[src/rtl/hist_bin_accumulator_if.sv]
// Vote, command, readout and RAM-port bundle for the histogram bin accumulator.
// The master side is the environment (vote source, RAM read data); the slave
// side is the accumulator itself.
interface hist_bin_accumulator_if #(
   parameter int ADDR_WIDTH   = 4,
   parameter int DATA_WIDTH   = 16,
   parameter int WEIGHT_WIDTH = 8
);
   logic                    in_valid;
   logic                    in_ready;
   logic [ADDR_WIDTH-1:0]   in_bin;
   logic [WEIGHT_WIDTH-1:0] in_weight;
   logic                    clr;
   logic                    rd_req;
   logic                    busy;
   logic                    out_valid;
   logic [DATA_WIDTH-1:0]   out_data;
   logic                    out_last;
   logic                    ram_rd_a;
   logic [ADDR_WIDTH-1:0]   ram_addr_a;
   logic [DATA_WIDTH-1:0]   ram_q_a;
   logic                    ram_we_b;
   logic [ADDR_WIDTH-1:0]   ram_addr_b;
   logic [DATA_WIDTH-1:0]   ram_data_b;

   modport master (
      output in_valid, in_bin, in_weight, clr, rd_req, ram_q_a,
      input  in_ready, busy, out_valid, out_data, out_last,
             ram_rd_a, ram_addr_a, ram_we_b, ram_addr_b, ram_data_b
   );

   modport slave (
      input  in_valid, in_bin, in_weight, clr, rd_req, ram_q_a,
      output in_ready, busy, out_valid, out_data, out_last,
             ram_rd_a, ram_addr_a, ram_we_b, ram_addr_b, ram_data_b
   );
endinterface

[src/rtl/hist_bin_accumulator.sv]
// HOG orientation-histogram bin accumulator.
// Streams weighted votes into a dual-port RAM with a 3-stage read-modify-write
// pipeline (read on port A, write on port B), forwarding the two most recent
// sums so back-to-back hits on a bin see up-to-date values. Also zeroes the
// histogram on clr and streams every bin out in address order on rd_req.
module hist_bin_accumulator #(
   parameter int ADDR_WIDTH   = 4,
   parameter int DATA_WIDTH   = 16,
   parameter int WEIGHT_WIDTH = 8
) (
   input logic                    clk,
   input logic                    rst_n,
   hist_bin_accumulator_if.slave  bus
);

   localparam logic [ADDR_WIDTH-1:0] LAST_ADDR = {ADDR_WIDTH{1'b1}};

   typedef enum logic [1:0] {
      ACCUM   = 2'd0,
      DRAIN   = 2'd1,
      CLEAR   = 2'd2,
      READOUT = 2'd3
   } state_t;

   // Unsigned add of a zero-extended weight, clamped to all-ones on overflow.
   function automatic logic [DATA_WIDTH-1:0] sat_add(
      input logic [DATA_WIDTH-1:0]   base,
      input logic [WEIGHT_WIDTH-1:0] weight
   );
      logic [DATA_WIDTH:0] wide;
      wide = {1'b0, base} + {{(DATA_WIDTH + 1 - WEIGHT_WIDTH){1'b0}}, weight};
      return wide[DATA_WIDTH] ? {DATA_WIDTH{1'b1}} : wide[DATA_WIDTH-1:0];
   endfunction

   state_t                  state, state_n;
   logic [ADDR_WIDTH-1:0]   cnt, cnt_n;
   logic                    term, term_n;
   logic                    pend_clr, pend_clr_n;

   logic                    accept;
   logic                    vld_p1, vld_p2, vld_p3, vld_p4;
   logic                    rvld_p1, rvld_p1_n, rlast_p1, rlast_p1_n;
   logic                    rvld_p2, rlast_p2;

   logic [WEIGHT_WIDTH-1:0] wt_p1, wt_p2;
   logic [ADDR_WIDTH-1:0]   bin_p2, bin_p4;
   logic [DATA_WIDTH-1:0]   sum_p4;
   logic [DATA_WIDTH-1:0]   base_p2, sum_p2;

   logic                    rd_a_n, we_b_n;
   logic [ADDR_WIDTH-1:0]   addr_a_n, addr_b_n;
   logic [DATA_WIDTH-1:0]   data_b_n;
   logic                    busy_n, in_ready_n;
   logic                    out_valid_n, out_last_n;
   logic [DATA_WIDTH-1:0]   out_data_n;

   assign accept = bus.in_valid && bus.in_ready;

   // ---- P2: pick the freshest base for this bin and form the saturated sum
   // Pick P3 first, then the P4 shadow, then RAM data (RAM returns old data on a same-edge write).
   always_comb begin
      base_p2 = bus.ram_q_a;
      if (vld_p3 && (bus.ram_addr_b == bin_p2)) begin
         base_p2 = bus.ram_data_b;
      end else if (vld_p4 && (bin_p4 == bin_p2)) begin
         base_p2 = sum_p4;
      end
      sum_p2 = sat_add(base_p2, wt_p2);
   end

   // Next-state and next-output decode for the FSM and both RAM ports.
   always_comb begin
      state_n     = state;
      cnt_n       = cnt;
      term_n      = term;
      pend_clr_n  = pend_clr;
      rd_a_n      = 1'b0;
      addr_a_n    = bus.ram_addr_a;
      we_b_n      = 1'b0;
      addr_b_n    = bus.ram_addr_b;
      data_b_n    = bus.ram_data_b;
      rvld_p1_n   = 1'b0;
      rlast_p1_n  = 1'b0;

      if (accept) begin
         rd_a_n   = 1'b1;
         addr_a_n = bus.in_bin;
      end
      if (vld_p2) begin
         we_b_n   = 1'b1;
         addr_b_n = bin_p2;
         data_b_n = sum_p2;
      end

      case (state)
         ACCUM: begin
            if (bus.clr) begin
               state_n    = DRAIN;
               pend_clr_n = 1'b1;
            end else if (bus.rd_req) begin
               state_n    = DRAIN;
               pend_clr_n = 1'b0;
            end
         end
         DRAIN: begin
            if (!(vld_p1 || vld_p2 || vld_p3 || vld_p4)) begin
               state_n = pend_clr ? CLEAR : READOUT;
               cnt_n   = '0;
               term_n  = 1'b0;
            end
         end
         CLEAR: begin
            if (!term) begin
               we_b_n   = 1'b1;
               addr_b_n = cnt;
               data_b_n = '0;
               cnt_n    = cnt + 1'b1;
               term_n   = (cnt == LAST_ADDR);
            end else begin
               state_n = ACCUM;
            end
         end
         READOUT: begin
            if (!term) begin
               rd_a_n     = 1'b1;
               addr_a_n   = cnt;
               rvld_p1_n  = 1'b1;
               rlast_p1_n = (cnt == LAST_ADDR);
               cnt_n      = cnt + 1'b1;
               term_n     = (cnt == LAST_ADDR);
            end
            if (bus.out_last) begin
               state_n = ACCUM;
            end
         end
         default: state_n = ACCUM;
      endcase

      busy_n      = (state_n != ACCUM);
      in_ready_n  = (state_n == ACCUM);
      out_valid_n = rvld_p2;
      out_last_n  = rlast_p2;
      out_data_n  = rvld_p2 ? bus.ram_q_a : bus.out_data;
   end

   // FSM state, counters and the command latched for after the drain.
   always_ff @(posedge clk or negedge rst_n) begin
      if (!rst_n) begin
         state    <= ACCUM;
         cnt      <= '0;
         term     <= 1'b0;
         pend_clr <= 1'b0;
      end else begin
         state    <= state_n;
         cnt      <= cnt_n;
         term     <= term_n;
         pend_clr <= pend_clr_n;
      end
   end

   // ---- P1/P2/P3/P4 valid flags and all registered block outputs
   // Pipeline valids plus every registered output, cleared immediately on reset.
   always_ff @(posedge clk or negedge rst_n) begin
      if (!rst_n) begin
         vld_p1         <= 1'b0;
         vld_p2         <= 1'b0;
         vld_p3         <= 1'b0;
         vld_p4         <= 1'b0;
         rvld_p1        <= 1'b0;
         rlast_p1       <= 1'b0;
         rvld_p2        <= 1'b0;
         rlast_p2       <= 1'b0;
         bus.in_ready   <= 1'b0;
         bus.busy       <= 1'b0;
         bus.out_valid  <= 1'b0;
         bus.out_data   <= '0;
         bus.out_last   <= 1'b0;
         bus.ram_rd_a   <= 1'b0;
         bus.ram_addr_a <= '0;
         bus.ram_we_b   <= 1'b0;
         bus.ram_addr_b <= '0;
         bus.ram_data_b <= '0;
      end else begin
         vld_p1         <= accept;
         vld_p2         <= vld_p1;
         vld_p3         <= vld_p2;
         vld_p4         <= vld_p3;
         rvld_p1        <= rvld_p1_n;
         rlast_p1       <= rlast_p1_n;
         rvld_p2        <= rvld_p1;
         rlast_p2       <= rlast_p1;
         bus.in_ready   <= in_ready_n;
         bus.busy       <= busy_n;
         bus.out_valid  <= out_valid_n;
         bus.out_data   <= out_data_n;
         bus.out_last   <= out_last_n;
         bus.ram_rd_a   <= rd_a_n;
         bus.ram_addr_a <= addr_a_n;
         bus.ram_we_b   <= we_b_n;
         bus.ram_addr_b <= addr_b_n;
         bus.ram_data_b <= data_b_n;
      end
   end

   // ---- P1 -> P2 weight/bin and P3 -> P4 shadow data (qualified by the valids)
   // Data-only pipeline registers; their meaning is gated by the vld flags.
   always_ff @(posedge clk) begin
      wt_p1  <= bus.in_weight;
      wt_p2  <= wt_p1;
      bin_p2 <= bus.ram_addr_a;
      bin_p4 <= bus.ram_addr_b;
      sum_p4 <= bus.ram_data_b;
   end

endmodule

[src/flat_wrapper.sv]
// flat-port wrapper written by rule: the top's interface ports become plain ports
module hist_bin_accumulator_flat 
#(
   parameter int ADDR_WIDTH   = 4,
   parameter int DATA_WIDTH   = 16,
   parameter int WEIGHT_WIDTH = 8
)
  (clk, rst_n, bus_in_valid, bus_in_bin, bus_in_weight, bus_clr, bus_rd_req, bus_ram_q_a, bus_in_ready, bus_busy, bus_out_valid, bus_out_data, bus_out_last, bus_ram_rd_a, bus_ram_addr_a, bus_ram_we_b, bus_ram_addr_b, bus_ram_data_b);
  hist_bin_accumulator_if #(.ADDR_WIDTH(ADDR_WIDTH), .DATA_WIDTH(DATA_WIDTH), .WEIGHT_WIDTH(WEIGHT_WIDTH)) bus_i ();
  input logic clk;
  input logic rst_n;
  input wire logic [$bits(bus_i.in_valid)-1:0] bus_in_valid;
  input wire logic [$bits(bus_i.in_bin)-1:0] bus_in_bin;
  input wire logic [$bits(bus_i.in_weight)-1:0] bus_in_weight;
  input wire logic [$bits(bus_i.clr)-1:0] bus_clr;
  input wire logic [$bits(bus_i.rd_req)-1:0] bus_rd_req;
  input wire logic [$bits(bus_i.ram_q_a)-1:0] bus_ram_q_a;
  output wire logic [$bits(bus_i.in_ready)-1:0] bus_in_ready;
  output wire logic [$bits(bus_i.busy)-1:0] bus_busy;
  output wire logic [$bits(bus_i.out_valid)-1:0] bus_out_valid;
  output wire logic [$bits(bus_i.out_data)-1:0] bus_out_data;
  output wire logic [$bits(bus_i.out_last)-1:0] bus_out_last;
  output wire logic [$bits(bus_i.ram_rd_a)-1:0] bus_ram_rd_a;
  output wire logic [$bits(bus_i.ram_addr_a)-1:0] bus_ram_addr_a;
  output wire logic [$bits(bus_i.ram_we_b)-1:0] bus_ram_we_b;
  output wire logic [$bits(bus_i.ram_addr_b)-1:0] bus_ram_addr_b;
  output wire logic [$bits(bus_i.ram_data_b)-1:0] bus_ram_data_b;
  assign bus_i.in_valid = bus_in_valid;
  assign bus_i.in_bin = bus_in_bin;
  assign bus_i.in_weight = bus_in_weight;
  assign bus_i.clr = bus_clr;
  assign bus_i.rd_req = bus_rd_req;
  assign bus_i.ram_q_a = bus_ram_q_a;
  assign bus_in_ready = bus_i.in_ready;
  assign bus_busy = bus_i.busy;
  assign bus_out_valid = bus_i.out_valid;
  assign bus_out_data = bus_i.out_data;
  assign bus_out_last = bus_i.out_last;
  assign bus_ram_rd_a = bus_i.ram_rd_a;
  assign bus_ram_addr_a = bus_i.ram_addr_a;
  assign bus_ram_we_b = bus_i.ram_we_b;
  assign bus_ram_addr_b = bus_i.ram_addr_b;
  assign bus_ram_data_b = bus_i.ram_data_b;
  hist_bin_accumulator #(.ADDR_WIDTH(ADDR_WIDTH), .DATA_WIDTH(DATA_WIDTH), .WEIGHT_WIDTH(WEIGHT_WIDTH)) u_core (.clk(clk), .rst_n(rst_n), .bus(bus_i));
endmodule
[config.mk]
export PLATFORM = sky130hd
export DESIGN_NAME = hist_bin_accumulator_flat
export DESIGN_NICKNAME = d
export VERILOG_FILES = /design/src/rtl/hist_bin_accumulator_if.sv /design/src/rtl/hist_bin_accumulator.sv /design/src/flat_wrapper.sv
export SDC_FILE = /design/constraint.sdc
export NUM_CORES = 1
export LEC_CHECK = 0
export BUFFER_PORTS_ARGS = -buffer_cell sky130_fd_sc_hd__buf_2
export CAP_MARGIN = 20
export CORE_ASPECT_RATIO = 0.8
export CORE_MARGIN = 4
export CORE_UTILIZATION = 57
export DETAILED_ROUTE_END_ITERATION = 6
export GPL_ROUTABILITY_DRIVEN = 0
export PLACE_DENSITY = 0.88
export SLEW_MARGIN = 20
export SYNTH_ARGS = -nofsm -noshare
export SYNTH_HDL_FRONTEND = slang
export SYNTH_SLANG_ARGS = --single-unit
[constraint.sdc]
create_clock -name clk -period 10.2 [get_ports clk]
set_input_delay 0.51 -clock clk [delete_from_list [all_inputs] [get_ports clk]]
set_output_delay 0.51 -clock clk [all_outputs]
set_load 0.02 [all_outputs]
== Word-level counts from Yosys, hierarchy flattened ==
Index checks and enable logic that the tools add are counted.
W data, S select, Z words.
Operators by class
  equality and inequality tests: 8
  $add $sub $neg: 2
  multiplexer cells: 37
  reduce and logical (&&, ||, !) cells: 15
Operator list (number)
  $mux W16: 6
  $mux W4: 8
  $add A16 B8 Y17: 1
  $mux W1: 15
  $mux W2: 5
  $eq A4 B4 Y1: 2
  $pmux W2 S4: 1
  $pmux W4 S2: 1
  $reduce_bool A2 Y1: 3
  $add A4 B1 Y4 const B: 1
  $eq A2 B2 Y1 const B: 2
  $eq A4 B4 Y1 const B: 1
  $logic_not A2 Y1: 2
  $ne A2 B2 Y1 const B: 2
  $reduce_and A2 Y1: 2
  $logic_and A1 B1 Y1: 3
  $logic_or A1 B1 Y1: 3
  $reduce_and A3 Y1: 1
  $eq A2 B1 Y1 const B: 1
  $pmux W1 S2: 1
  $reduce_or A2 Y1: 1
Word-level totals
  logic and storage cells: 89
  register bits after elaboration: 102
  input bits: 33

== Longest topological paths before layout ==
  depth after elaboration: 9
  gate-level depth with buffers: 19
  depth with buffers taken out: 16

== Worst setup path before layout ==
Ideal clock, no wire load.
  path type: reg-to-reg
  from: register u_core.bus.ram_addr_b[0] in the netlist's numbering
  to: register u_core.bus.ram_data_b[15] in the netlist's numbering
  period minus slack after synthesis: 3.944 ns
  stages on the path, launching flop included: 17
  data arrival time: 3.812 ns
  slack: 6.256 ns
  cells stage by stage: dfrtp_1 > nor2b_1 > a221o_1 > or3_1 > buf_6 > buf_2 > buf_1 > a21oi_1 > ha_1 > and3_1 > a2111oi_0 > o21ai_0 > a21oi_1 > nor2_1 > nand3_1 > xor2_1 > a21oi_1
On the way
  longest elaborated chain between the ends: 8
RTL lines
  from (decl): line hist_bin_accumulator_if.sv:35  | ram_rd_a, ram_addr_a, ram_we_b, ram_addr_b, ram_data_b
  from (signal assigned): line hist_bin_accumulator.sv:200  | bus.ram_addr_b <= addr_b_n;
  $eq A4 B4 Y1 (*): line hist_bin_accumulator.sv:63  | if (vld_p3 && (bus.ram_addr_b == bin_p2)) begin
  $logic_and A1 B1 Y1 (*): line hist_bin_accumulator.sv:63
  $mux W16 (*): line hist_bin_accumulator.sv:63
  $add A16 B8 Y17 (*): line hist_bin_accumulator.sv:31  | wide = {1'b0, base} + {{(DATA_WIDTH + 1 - WEIGHT_WIDTH){1'b0}}, weight};
  $mux W16 (*): line hist_bin_accumulator.sv:32  | return wide[DATA_WIDTH] ? {DATA_WIDTH{1'b1}} : wide[DATA_WIDTH-1:0];
  $mux W16 (*): line hist_bin_accumulator.sv:89  | if (vld_p2) begin
  $mux W16: line hist_bin_accumulator.sv:113  | if (!term) begin
  $mux W16 (*): line hist_bin_accumulator.sv:95  | case (state)
  net u_core.data_b_n[15]: line hist_bin_accumulator.sv:52  | logic [DATA_WIDTH-1:0] data_b_n;
  to (signal assigned): line hist_bin_accumulator.sv:201  | bus.ram_data_b <= data_b_n;
  to (decl): line hist_bin_accumulator_if.sv:35
Mark *: on every way through the listed nets, which the timed path passes. The rest lies on a longest branch.
A chain may end at the register's enable or synchronous reset.

== Worst setup path in the final report ==
  from: register u_core.bin_p2[0]
  to: register u_core.bus.ram_data_b[15] in the netlist's numbering
On the way
  longest elaborated chain between the ends: 9
  elaborated cells between the ends (all ways): 11
RTL lines
  from (decl): line hist_bin_accumulator.sv:46  | logic [ADDR_WIDTH-1:0] bin_p2, bin_p4;
  from (signal assigned): line hist_bin_accumulator.sv:210  | bin_p2 <= bus.ram_addr_a;
  $eq A4 B4 Y1: line hist_bin_accumulator.sv:65  | end else if (vld_p4 && (bin_p4 == bin_p2)) begin
  $logic_and A1 B1 Y1: line hist_bin_accumulator.sv:65
  $mux W16: line hist_bin_accumulator.sv:65
  $mux W16 (*): line hist_bin_accumulator.sv:63
  $add A16 B8 Y17 (*): line hist_bin_accumulator.sv:31
  $mux W16 (*): line hist_bin_accumulator.sv:32
  $mux W16 (*): line hist_bin_accumulator.sv:89
  $mux W16: line hist_bin_accumulator.sv:113
  $mux W16 (*): line hist_bin_accumulator.sv:95
  net u_core.data_b_n[15]: line hist_bin_accumulator.sv:52
Marks and branches as above.

==> impl_metrics.py <==
metrics = {
    "global_routing": {
        "grt_overflow": 0,
        "grt_pass1_vias": 3091,
        "grt_max_degree": 63,
        "antenna_found_initial": 0,
        "grt_usage_pct": 21.6,
        "grt_pass1_wl_um": 15300,
    },
    "route": {
        "drt_iter0_drc": 186,
        "routed_via_density": 5.86,
        "drtPass1Iterations": 5,
        "ant_nets": 0,
        "wire_per_inst_um": 16.9,
        "dr_total_vias": 3240,
        "route.detailed.drc": 0,
        "wirelength_um": 9360,
    },
    "clocking": {
        "cts_resized": 0,
        "root_buffer": "clkbuf_8",
        "cts_sinks": 102,
        "postCtsHoldBufs": 0,
        "htree_levels": 3,
        "post-cts-setup-buffers": 0,
        "clk_latency_ns": 0.37,
        "max-clock-path-buffers": 2,
        "cts_tree": "built",
        "cts_made_buffers": 9,
        "clk_pin_slew_ns": 0.10,
    },
    "logic_synthesis": {
        "async_flop_share_pct": 60.8,
        "avgSynthCellArea_um2": 11.1,
        "synth_top_family_by_area": "compound AO/OA/AOI/OAI gates",
        "ys_ff_latch": 102,
        "synth-compound-area-share_pct": 14.2,
        "synth_cell_type_count": 52,
        "synth-simple-area-share_pct": 10.8,
        "synthMuxAreaShare_pct": 9.39,
        "syn-cell-area_mm2": 0.00428,
        "synth_ff_type": "dfrtp_1",
        "synth_nets": 430,
        "postSynthCellCount": 386,
        "synth_edf_count": 0,
        "seq_area_frac_synth_pct": 55.0,
        "synth_xor_area_share_pct": 4.10,
        "yosys_warnings": 0,
        "synth_fa_ha_area_share_pct": 3.39,
    },
    "worst_setup_path": {
        "path_cells": "xnor2_1 -> nand3_1 -> nor2_2 -> mux2i_1 -> a21oi_1 -> ha_1 -> and3_1 -> a2111oi_0 -> o21ai_0 -> a21oi_1 -> nor2_1 -> nand3_1 -> xor2_1 -> a21oi_1",
        "cp-end-kind": "flop",
        "cpMostUsedCell": "a21oi_1",
        "max_stage_delay_ns": 0.84,
        "critPathArrivalTime_ns": 4.76,
        "critPathSlowestCell": "nor2_2",
        "path_max_fanout": 18,
        "path_buf_inv": 0,
        "start_kind": "flop",
        "path_depth": 14,
        "critical_path_required_ns": 10.43,
        "worstRegToRegCells": 14,
        "critPathTopFamily": "simple AND/OR/NAND/NOR gates",
        "criticalPathCategory": "flop to flop",
    },
    "floorplan": {
        "die_x_um": 105,
        "start_util_pct": 60.3,
        "die_area_mm2": 0.00896,
        "core_mm2": 0.00709,
        "io_pins": 79,
        "die_h_um": 85.5,
        "rows": 27,
    },
    "job": {
        "cap_viol_max_count": 0,
    },
    "final_layout": {
        "multi_input_area_mm2": 0.00179,
        "fillers": 520,
        "drive_above_1_share_pct": 28.5,
        "fin_area_mm2": 0.00493,
        "area_growth_syn_to_layout_pct": 15.2,
        "diodes": 0,
        "final_nets": 505,
        "regArea_mm2": 0.00235,
    },
    "hold_path": {
        "min_path_cells": 1,
        "hold_class": "primary input to flop",
    },
    "timing": {
        "fin_skew_ns": 0.0103,
        "fin_crit_ns": 4.53,
        "finalSetupViolCount": 0,
        "hold_viol": 0,
        "worst_pin_slew_ns": 0.999,
        "rsz0062_at_grt": "false",
        "fmaxAchievable_mhz": 221,
        "finalCritPeriodShare_pct": 44.4,
        "relSlewSlack_pct": 33.3,
        "tns_ns": 0,
        "maxSlewViolCount": 0,
    },
    "place": {
        "hpwlAfterDp_um": 6660,
        "postPlaceCellArea_mm2": 0.00471,
        "io_buffer_count": 78,
    },
    "pwr": {
        "powerDensity_mw_per_mm2": 321,
        "power_leakage_nw": 2.26,
        "peakVddDrop_uv": 173,
    },
    "run_status": {
        "status": "completed",
    },
}
-- through the flow --
stage                     hold WS [ns]  setup slack (ns)  util [%]  std cells  power [W]
after floorplan                  0.214              6.26         -        386    0.00111
after global placement           0.312              5.97      66.4        537    0.00128
after detailed placement         0.312              5.76      66.4        537    0.00131
after CTS                        0.220              5.75      69.5        553    0.00158
after global routing             0.221              5.28      69.5        553    0.00167
final                            0.228              5.67      69.5        553    0.00158
-- cell type report --
type                    instances  share of cell area, %
inverters                      15                   1.14
flip-flops and latches        102                   47.7
clock buffers                  12                   3.81
well taps                      87                   2.21
multi-input cells             254                   36.4
clock inverters                 4                  0.635
repair buffers                 79                   8.08
-- path summary, 6_finish.rpt --
kind	to	from	slack, ns
max	u_core.bus.ram_data_b[15]$_DFF_PN0_	u_core.bin_p2[0]$_DFF_P_	5.67
min	u_core.wt_p1[7]$_DFF_P_	bus_in_weight[7]	0.23
max reg2reg	u_core.bus.ram_data_b[15]$_DFF_PN0_	u_core.bin_p2[0]$_DFF_P_	5.67
min reg2reg	u_core.wt_p2[2]$_DFF_P_	u_core.wt_p1[2]$_DFF_P_	0.33
max in group asynchronous	u_core.bus.out_last$_DFF_PN0_	rst_n	9.40
min in group asynchronous	u_core.bus.out_data[7]$_DFFE_PN0P_	rst_n	0.29
-- synth_stat cells, types with 2 or more instances --
cell,instances,area share [%]
dfxtp_1,40,19
mux2_2,17,4.5
nor4_1,4,0.59
dfrtp_1,62,36
buf_6,2,0.53
or4_1,2,0.35
nand4_1,3,0.44
a21oi_2,12,2.5
nand3_1,9,1.1
a31oi_4,2,1.0
xnor2_1,12,2.5
nand2_1,24,2.1
mux2i_1,21,4.9
xor2_1,8,1.6
nor2_1,25,2.2
inv_1,14,1.2
buf_2,2,0.23
and3_1,4,0.59
o21ai_0,29,3.4
nand3b_1,2,0.35
nand2b_1,3,0.44
nor3_1,5,0.59
o21a_1,2,0.35
ha_1,10,2.9
clkbuf_1,10,0.88
and2_1,2,0.29
nor2b_1,2,0.29
o2111ai_1,2,0.41
a21oi_1,33,3.9
-- where the power goes --
| group | switching [W] | internal [W] |
|---|---|---|
| Clock | 0.000139 | 0.000127 |
| Combinational | 0.000364 | 0.000233 |
| Sequential | 0.000149 | 0.000568 |
| Total | 0.000651 | 0.000928 |
-- layout by cell type, fill, tap and decap left out, types with 4 or more instances in the layout --
| cell type | Yosys | layout |
|---|---|---|
| nand3_1 | 9 | 9 |
| nand2_1 | 24 | 24 |
| inv_1 | 14 | 14 |
| dfxtp_1 | 40 | 40 |
| o21ai_0 | 29 | 29 |
| clkbuf_8 | 0 | 10 |
| ha_1 | 10 | 10 |
| and3_1 | 4 | 4 |
| nor2_1 | 25 | 25 |
| nor4_1 | 4 | 4 |
| a21oi_2 | 12 | 12 |
| nor3_1 | 5 | 5 |
| a21oi_1 | 33 | 33 |
| xor2_1 | 8 | 8 |
| buf_2 | 2 | 78 |
| xnor2_1 | 12 | 12 |
| dfrtp_1 | 62 | 62 |
| mux2_2 | 17 | 17 |
| mux2i_1 | 21 | 21 |
-- routing by layer --
metal / share of wire, % / routed length [um] / vias to the layer above / global-route usage, %
met2: 46 / 4330 / 166 / 34.0
li1: - / - / 1509 / -
met5: 0 / 0 / - / 0
met3: 9.6 / 897 / 14 / 5.70
met1: 43 / 3990 / 1551 / 28.9
met4: 1.5 / 143 / 0 / 8.10
-- state kept, by name, indices dropped and copies added (netlist names), 2 cells and up --
signal / flops
u_core.bus.ram_addr_b: 4
u_core.bus.ram_addr_a: 4
u_core.wt_p1: 8
u_core.cnt: 4
u_core.sum_p4: 16
u_core.bin_p2: 4
u_core.state: 2
u_core.bus.out_data: 16
u_core.bin_p4: 4
u_core.bus.ram_data_b: 16
u_core.wt_p2: 8
-- kinds of logic after synthesis --
family          Yosys count
mux                      38
buf+inv                  30
xor+xnor                 20
simple gates             93
flops                   102
compound gates           92
fa+ha+maj                11
No activity file was read; power rests on OpenSTA's default activity.
